$ cat config.mk
export PLATFORM = sky130hd
export DESIGN_NAME = fb_port_arbiter
export DESIGN_NICKNAME = d
export VERILOG_FILES = /design/src/rtl/fb_port_arbiter.sv
export SDC_FILE = /design/constraint.sdc
export NUM_CORES = 1
export LEC_CHECK = 0
export ABC_CLOCK_PERIOD_IN_PS = 1700
export BUFFER_PORTS_ARGS = -buffer_cell sky130_fd_sc_hd__buf_2
export CELL_PAD_IN_SITES_DETAIL_PLACEMENT = 0
export CELL_PAD_IN_SITES_GLOBAL_PLACEMENT = 1
export CORE_AREA = 2 2 87 89
export DETAILED_ROUTE_END_ITERATION = 10
export DIE_AREA = 0 0 89 91
export GPL_TIMING_DRIVEN = 0
export PLACE_DENSITY_LB_ADDON = 0.1
export SYNTH_ARGS = -nofsm -noshare
export SYNTH_HDL_FRONTEND = slang
export SYNTH_SLANG_ARGS = --single-unit
$ cat constraint.sdc
create_clock -name CLK -period 1.7 [get_ports CLK]
set_clock_uncertainty 0.05 [all_clocks]
set_input_delay 0.17 -clock CLK [delete_from_list [all_inputs] [get_ports CLK]]
set_output_delay 0.17 -clock CLK [all_outputs]
set_load 0.03 [all_outputs]
$ cat src/rtl/fb_port_arbiter.sv
// fb_port_arbiter: two-port (capture write / display read) arbiter for a
// single memory command port. A request selected in IDLE owns the port
// until the memory controller reports completion or the burst times out.
module fb_port_arbiter #(
    parameter int unsigned ADDR_W   = 30,
    parameter logic [5:0]  BURST_BL = 6'd31,
    parameter int unsigned TIMEOUT  = 1023
) (
    input  logic              CLK,
    input  logic              RST,
    // capture side
    input  logic              wr_req,
    input  logic [ADDR_W-1:0] wr_addr,
    // display side
    input  logic              rd_req,
    input  logic [ADDR_W-1:0] rd_addr,
    input  logic              rd_urgent,
    // ownership
    output logic              wr_grant,
    output logic              rd_grant,
    // memory controller command port
    output logic              mem_cmd_en,
    output logic [2:0]        mem_cmd_instr,
    output logic [ADDR_W-1:0] mem_cmd_addr,
    output logic [5:0]        mem_cmd_bl,
    input  logic              mem_cmd_full,
    input  logic              mem_done,
    // sticky burst-timeout flag
    output logic              err_timeout
);

    localparam int unsigned CNT_W    = (TIMEOUT < 2) ? 1 : $clog2(TIMEOUT + 1);
    localparam logic [CNT_W-1:0] CNT_LAST = CNT_W'(TIMEOUT - 1);
    localparam logic [2:0]  INSTR_WR = 3'b000;
    localparam logic [2:0]  INSTR_RD = 3'b001;

    typedef enum logic [1:0] {
        S_IDLE  = 2'd0,
        S_ISSUE = 2'd1,
        S_BUSY  = 2'd2
    } state_t;

    state_t              state_q, state_d;
    logic                wr_grant_q, wr_grant_d;
    logic                rd_grant_q, rd_grant_d;
    logic [2:0]          instr_q, instr_d;
    logic [ADDR_W-1:0]   addr_q, addr_d;
    logic                err_q, err_d;
    logic [CNT_W-1:0]    cnt_q, cnt_d;
    logic                last_rd_q, last_rd_d;

    logic                pick_rd;
    logic                pick_wr;
    logic                cnt_expire;

    // Requester selection: urgent read wins, otherwise the one not served last
    always_comb begin
        pick_rd = rd_req & (~wr_req | rd_urgent | ~last_rd_q);
        pick_wr = wr_req & ~pick_rd;
    end

    // Counter reaches TIMEOUT on this BUSY cycle (it holds cycles already spent)
    always_comb begin
        cnt_expire = (cnt_q == CNT_LAST);
    end

    // State register
    always_ff @(posedge CLK or posedge RST) begin
        if (RST) begin
            state_q <= S_IDLE;
        end else begin
            state_q <= state_d;
        end
    end

    // Next-state logic; mem_done in BUSY takes priority over expiry
    always_comb begin
        state_d = state_q;
        case (state_q)
            S_IDLE: begin
                if (pick_rd || pick_wr) begin
                    state_d = S_ISSUE;
                end
            end
            S_ISSUE: begin
                if (!mem_cmd_full) begin
                    state_d = S_BUSY;
                end
            end
            S_BUSY: begin
                if (mem_done || cnt_expire) begin
                    state_d = S_IDLE;
                end
            end
            default: state_d = S_IDLE;
        endcase
    end

    // Command strobe: one cycle in ISSUE once the queue can accept it
    always_comb begin
        mem_cmd_en = 1'b0;
        if ((state_q == S_ISSUE) && !mem_cmd_full) begin
            mem_cmd_en = 1'b1;
        end
    end

    // Grant, command latch, BUSY counter and round-robin history updates
    always_comb begin
        wr_grant_d = wr_grant_q;
        rd_grant_d = rd_grant_q;
        instr_d    = instr_q;
        addr_d     = addr_q;
        err_d      = err_q;
        cnt_d      = cnt_q;
        last_rd_d  = last_rd_q;
        case (state_q)
            S_IDLE: begin
                if (pick_rd || pick_wr) begin
                    wr_grant_d = pick_wr;
                    rd_grant_d = pick_rd;
                    instr_d    = pick_rd ? INSTR_RD : INSTR_WR;
                    addr_d     = pick_rd ? rd_addr : wr_addr;
                end
            end
            S_ISSUE: begin
                if (!mem_cmd_full) begin
                    cnt_d = '0;
                end
            end
            S_BUSY: begin
                // Counter never passes TIMEOUT since BUSY is left when it gets there
                cnt_d = cnt_q + CNT_W'(1);
                if (mem_done || cnt_expire) begin
                    wr_grant_d = 1'b0;
                    rd_grant_d = 1'b0;
                    // An aborted burst still counts as the owner's turn
                    last_rd_d  = rd_grant_q;
                    if (!mem_done) begin
                        err_d = 1'b1;
                    end
                end
            end
            default: ;
        endcase
    end

    // Datapath registers
    always_ff @(posedge CLK or posedge RST) begin
        if (RST) begin
            wr_grant_q <= 1'b0;
            rd_grant_q <= 1'b0;
            instr_q    <= 3'b000;
            addr_q     <= '0;
            err_q      <= 1'b0;
            cnt_q      <= '0;
            last_rd_q  <= 1'b1;
        end else begin
            wr_grant_q <= wr_grant_d;
            rd_grant_q <= rd_grant_d;
            instr_q    <= instr_d;
            addr_q     <= addr_d;
            err_q      <= err_d;
            cnt_q      <= cnt_d;
            last_rd_q  <= last_rd_d;
        end
    end

    assign wr_grant      = wr_grant_q;
    assign rd_grant      = rd_grant_q;
    assign mem_cmd_instr = instr_q;
    assign mem_cmd_addr  = addr_q;
    assign mem_cmd_bl    = BURST_BL;
    assign err_timeout   = err_q;

endmodule

**Word level (Yosys, flattened, before mapping)**

Index checks and enable logic that the tools add are counted.

- Input port bits: 67
- Output and inout port bits: 43
- Register bits: 49

- Add/sub/neg operators: 1
- Mux-type cells: 14
- Equal/unequal tests: 6
- Reduce and logical (&&, ||, !) cells: 13
- Bitwise gates (word level): 8

Operators by type and width:

| operator | count |
|---|---|
| two-way mux 30 bit | 1 |
| case mux 10 bit (2 select lines) | 1 |
| adder 10 x 1 -> 10 bit (second input constant) | 1 |
| == test 10 bit (second input constant) | 1 |
| two-way mux 10 bit | 1 |
| AND reduction 3 bit | 3 |
| two-way mux 2 bit | 3 |
| != test 2 bit (second input constant) | 3 |
| case mux 2 bit (3 select lines) | 1 |
| AND reduction 2 bit | 3 |
| two-way mux 1 bit | 5 |
| NOT 1 bit | 4 |
| case mux 1 bit (2 select lines) | 2 |
| nonzero test 2 bit | 2 |
| AND 1 bit | 2 |
| == test 2 x 1 -> 1 bit (second input constant) | 1 |
| == test 2 bit (second input constant) | 1 |
| logical NOT 2 bit | 1 |
| logical OR 1 bit | 2 |
| OR 1 bit | 2 |
| logical AND 1 bit | 1 |
| logical NOT 1 bit | 1 |

**Logic depth before layout (Yosys ltp)**

- Depth after elaboration: 9
- Mapped depth: 6

**Least setup slack after synthesis**

No wires, ideal clock.

- Path type: register to register
- Start point: register cnt_q[0]
- End point: register last_rd_q
- Period minus slack after synthesis: 1461 ps
- Arrival: 1326 ps
- Setup time: 85 ps
- Stages on the path, launching flop included: 7
- Buffers on the path: 0
- Slack: 239 ps
- Required time: 1565 ps
- Cell sequence: dfrtp_1 > inv_1 > ha_1 > nand4_1 > nor3_2 > o21a_2 > mux2_1

- Cells in the longest elaborated chain, start to end: 3

RTL lines:

| element | RTL line | text |
|---|---|---|
| start, declared | 49 | `logic [CNT_W-1:0] cnt_q, cnt_d;` |
| start signal, assigned | 163 | `cnt_q <= cnt_d;` |
| == test 10 bit | 64 | `cnt_expire = (cnt_q == CNT_LAST);` |
| logical OR 1 bit | 133 | `if (mem_done \|\| cnt_expire) begin` |
| AND reduction 2 bit (no line) | - |  |
| end signal, assigned | 164 | `last_rd_q <= last_rd_d;` |
| end, declared | 50 | `logic last_rd_q, last_rd_d;` |

Every way passes these cells.
A chain may end at the register's enable or synchronous reset.

**Final worst setup path**

- Start point: register state_q[1]
- End point: output mem_cmd_en

- Cells in the longest elaborated chain, start to end: 3

RTL lines:

| element | RTL line | text |
|---|---|---|
| start, declared | 43 | `state_t state_q, state_d;` |
| start signal, assigned | 72 | `state_q <= state_d;` |
| == test 2 x 1 -> 1 bit | 102 | `if ((state_q == S_ISSUE) && !mem_cmd_full) begin` |
| logical AND 1 bit | 102 |  |
| two-way mux 1 bit | 102 |  |
| end, declared | 22 | `output logic mem_cmd_en,` |

Every way passes these cells.

==> run metrics <==
Filler Cells Inserted 758; Crit path required time 1.48 ns; DRC violations left 0; fin crit period 1.637 ns; register-to-register setup slack 0.08 ns; critical path cell sequence or3b_4, inv_2, clkbuf_4; via count 1992; TritonRoute pass-1 iters 4; final wirelength 5719 um; vias per std cell 4.497; count of cells along the worst hold path 2; peak per-stage delay on the critical path 0.44 ns; Worst setup SP type flop; count of standard-cell rows 31; FF-to-FF Start cnt_q[0]; most common library cell in the layout ignoring fill and taps sky130_fd_sc_hd__buf_2; average cell area after synthesis 10.08 sq um; worst hold path class in -> reg; Die Ht 91 um; final cell area excluding filler cells 3059 sq um; Max Cap Violations 0; hold path startpoint mem_done; critical path type reg -> out; Longest Clk Path Bufs 2; Syn-to-layout area delta 34.27%; worst IR drop on VDD 0.8100 mV; Total Power Consumption 4.935 mW; endpoint of the lowest-slack register-to-register path last_rd_q; total area of sequential cells 1179 sq um; residual antenna-violating net count after detailed routing 0; IO buf count 101; count of H-tree levels built during CTS 2; CTS root buffer sky130_fd_sc_hd__clkbuf_8; clock buffers created by TritonCTS 5; post-layout net count 412; Final Hold Vio Count 0; setup repair after global routing missed its margin true; result of the run completed; Netlist Area Pre-Place 2278 sq um; core area 7137 sq um; pins over their slew limit 0; period utilisation layout 96.27%; antenna cell count 0; placed inst area 2950 sq um; total negative setup slack 0 ns; RD Place Congestion 0.7303; clock tree from TritonCTS yes; DIE WIDTH 89 um; Unique masters post-synth 37; cell count after synthesis 226; fmax 611.0 MHz; number of sinks handled by clock tree synthesis 47; most used cells in the layout excluding fill and tap cells sky130_fd_sc_hd__buf_2, sky130_fd_sc_hd__dfrtp_1, sky130_fd_sc_hd__o21ai_1, sky130_fd_sc_hd__nand2_1, sky130_fd_sc_hd__mux2i_1; IO Count 110; Syn. warnings 0; clock-pin slew of the registers on the worst-case setup and hold paths 0.08 ns; insertion delay to the later sink of the worst-skew pair 0.30 ns; layout cell share with drive strength beyond 1 40.12%; critical path data arrival time 1.42 ns; Worst Hold End state_q[1]; total setup violations reported at the end of the flow 0; multi-input logic area 996.0 sq um; violation count after the first detailed-routing iteration 104; remaining global-route overflow 0; Die Area 8099 sq um; slowest CP cell sky130_fd_sc_hd__or3b_4; Critical Path Sink Type output port; leakage power of the design 1.650 nW; largest net degree at the start of global routing 30; Final HPWL DP 4274 um; power per cell area 1613 nW/um^2; wire length of the first global-routing pass 9321 um; routed len/inst 12.91 um; number of antenna violations at the first check in global routing 0; Total GRT Usage 14.62%; Worst Path Max Fanout 5; initial standard-cell utilization of the core 31.92%; flop and latch count out of synthesis 47; post-synthesis sequential area ratio 51.67%; via count of the first global-routing pass 1966; length in cells of the worst reg-to-reg path 6
[worst max path at each step]
stage | from | endpoint | slack [ns] | depth (start not counted)
CTS | state_q[1] | mem_cmd_en | 0.02 | 3
finish | state_q[1] | mem_cmd_en | 0.06 | 3
detailed placement | cnt_q[0] | last_rd_q | 0.08 | 6
floorplan | cnt_q[0] | last_rd_q | 0.24 | 6
global route | cnt_q[0] | last_rd_q | -0.008 | 6
global placement | RST | mem_cmd_addr[13] | -0.38 | 2
[Yosys cell counts (all sizes together)]
cell / instances / share of area (%)
and2b: 1 / 0.38
nor2: 5 / 0.93
inv: 4 / 0.66
buf: 16 / 4.7
nand2b: 1 / 0.27
dfrtp: 46 / 51
nand2: 41 / 6.9
o211ai: 1 / 0.33
mux2i: 31 / 14
and4: 1 / 0.38
a21o: 1 / 0.38
mux2: 1 / 0.49
nand3b: 2 / 0.66
dfstp: 1 / 1.2
and3: 2 / 0.60
nand3: 2 / 0.44
clkbuf: 3 / 0.49
nor3: 1 / 0.44
o21ai: 47 / 10
a21oi: 1 / 0.22
a31oi: 2 / 0.55
or3b: 1 / 0.49
o22ai: 1 / 0.27
nand4: 5 / 1.6
conb: 2 / 0.33
a41oi: 1 / 0.38
o31ai: 2 / 0.66
ha: 2 / 1.1
o21a: 1 / 0.38
and2: 1 / 0.27
[layout make-up]
class | count | share of cell area (%)
flip-flops and latches | 47 | 38.53
multi-input cells | 162 | 32.56
repair buffers | 104 | 17.83
well taps | 99 | 4.049
plain buffers | 19 | 3.885
clock buffers | 7 | 2.495
inverters | 4 | 0.4908
clock inverters | 1 | 0.1636
[sequential cells by signal, summed over array words and instances, names as in the netlist]
register and flops:
mem_cmd_addr 30, err_timeout 1, cnt_q 10, state_q 2, rd_grant 1, last_rd_q 1, mem_cmd_instr 1, wr_grant 1
[report_power, final]
group          switching (mW)  leakage (nW)  total, mW  internal (mW)
combinational            1.68          1.01       2.45          0.770
sequential              0.257         0.593       1.83           1.57
clock                   0.367        0.0422      0.656          0.289
total                    2.31          1.65       4.94           2.63
[through the flow]
stage / std cells / util (%) / worst slack (ns) / hold WS, ns
detailed placement: 433 / 41.34 / 0.07536 / 0.1482
global route: 443 / 42.86 / -0.007529 / 0.02173
global placement: 432 / 41.06 / -0.3767 / 0.3559
CTS: 442 / 42.62 / 0.02428 / 0.02109
finish: 443 / 42.86 / 0.06346 / 0.02716
floorplan: 232 / - / 0.2395 / 0.2217
[critical path, delay by kind of cell (launching register included)]
family / cells / cell delay, ns
buffers and inverters: 2 / 0.26
DFF: 1 / 0.41
and+or+nand+nor: 1 / 0.44
[metal layers]
layer,vias up,share of wire (%),GRT usage [%]
met4,0,0.94,3.731
met2,67,46,22.33
met5,-,0,0
met3,5,7.3,5.091
li1,1002,-,-
met1,918,46,19.77
[logic make-up (layout without fill, tap and decap cells)]
group | after synthesis | after routing | synth area share [%]
simple gates | 63 | 63 | 13.40
compound gates | 57 | 57 | 13.51
flops | 47 | 47 | 51.67
mux | 32 | 32 | 14.11
buf+inv | 23 | 135 | 5.876
fa+ha+maj | 2 | 2 | 1.098
other cells | 2 | 8 | 0.3296
[repair_timing]
action                     in CTS  in global routing
gates resized for setup         0                  3
setup endpoints to repair       0                  2
buffers inserted                0                  1
hold endpoints to repair       18                  0
hold buffers                    1                  0
Power figures use the tool's default switching activity.
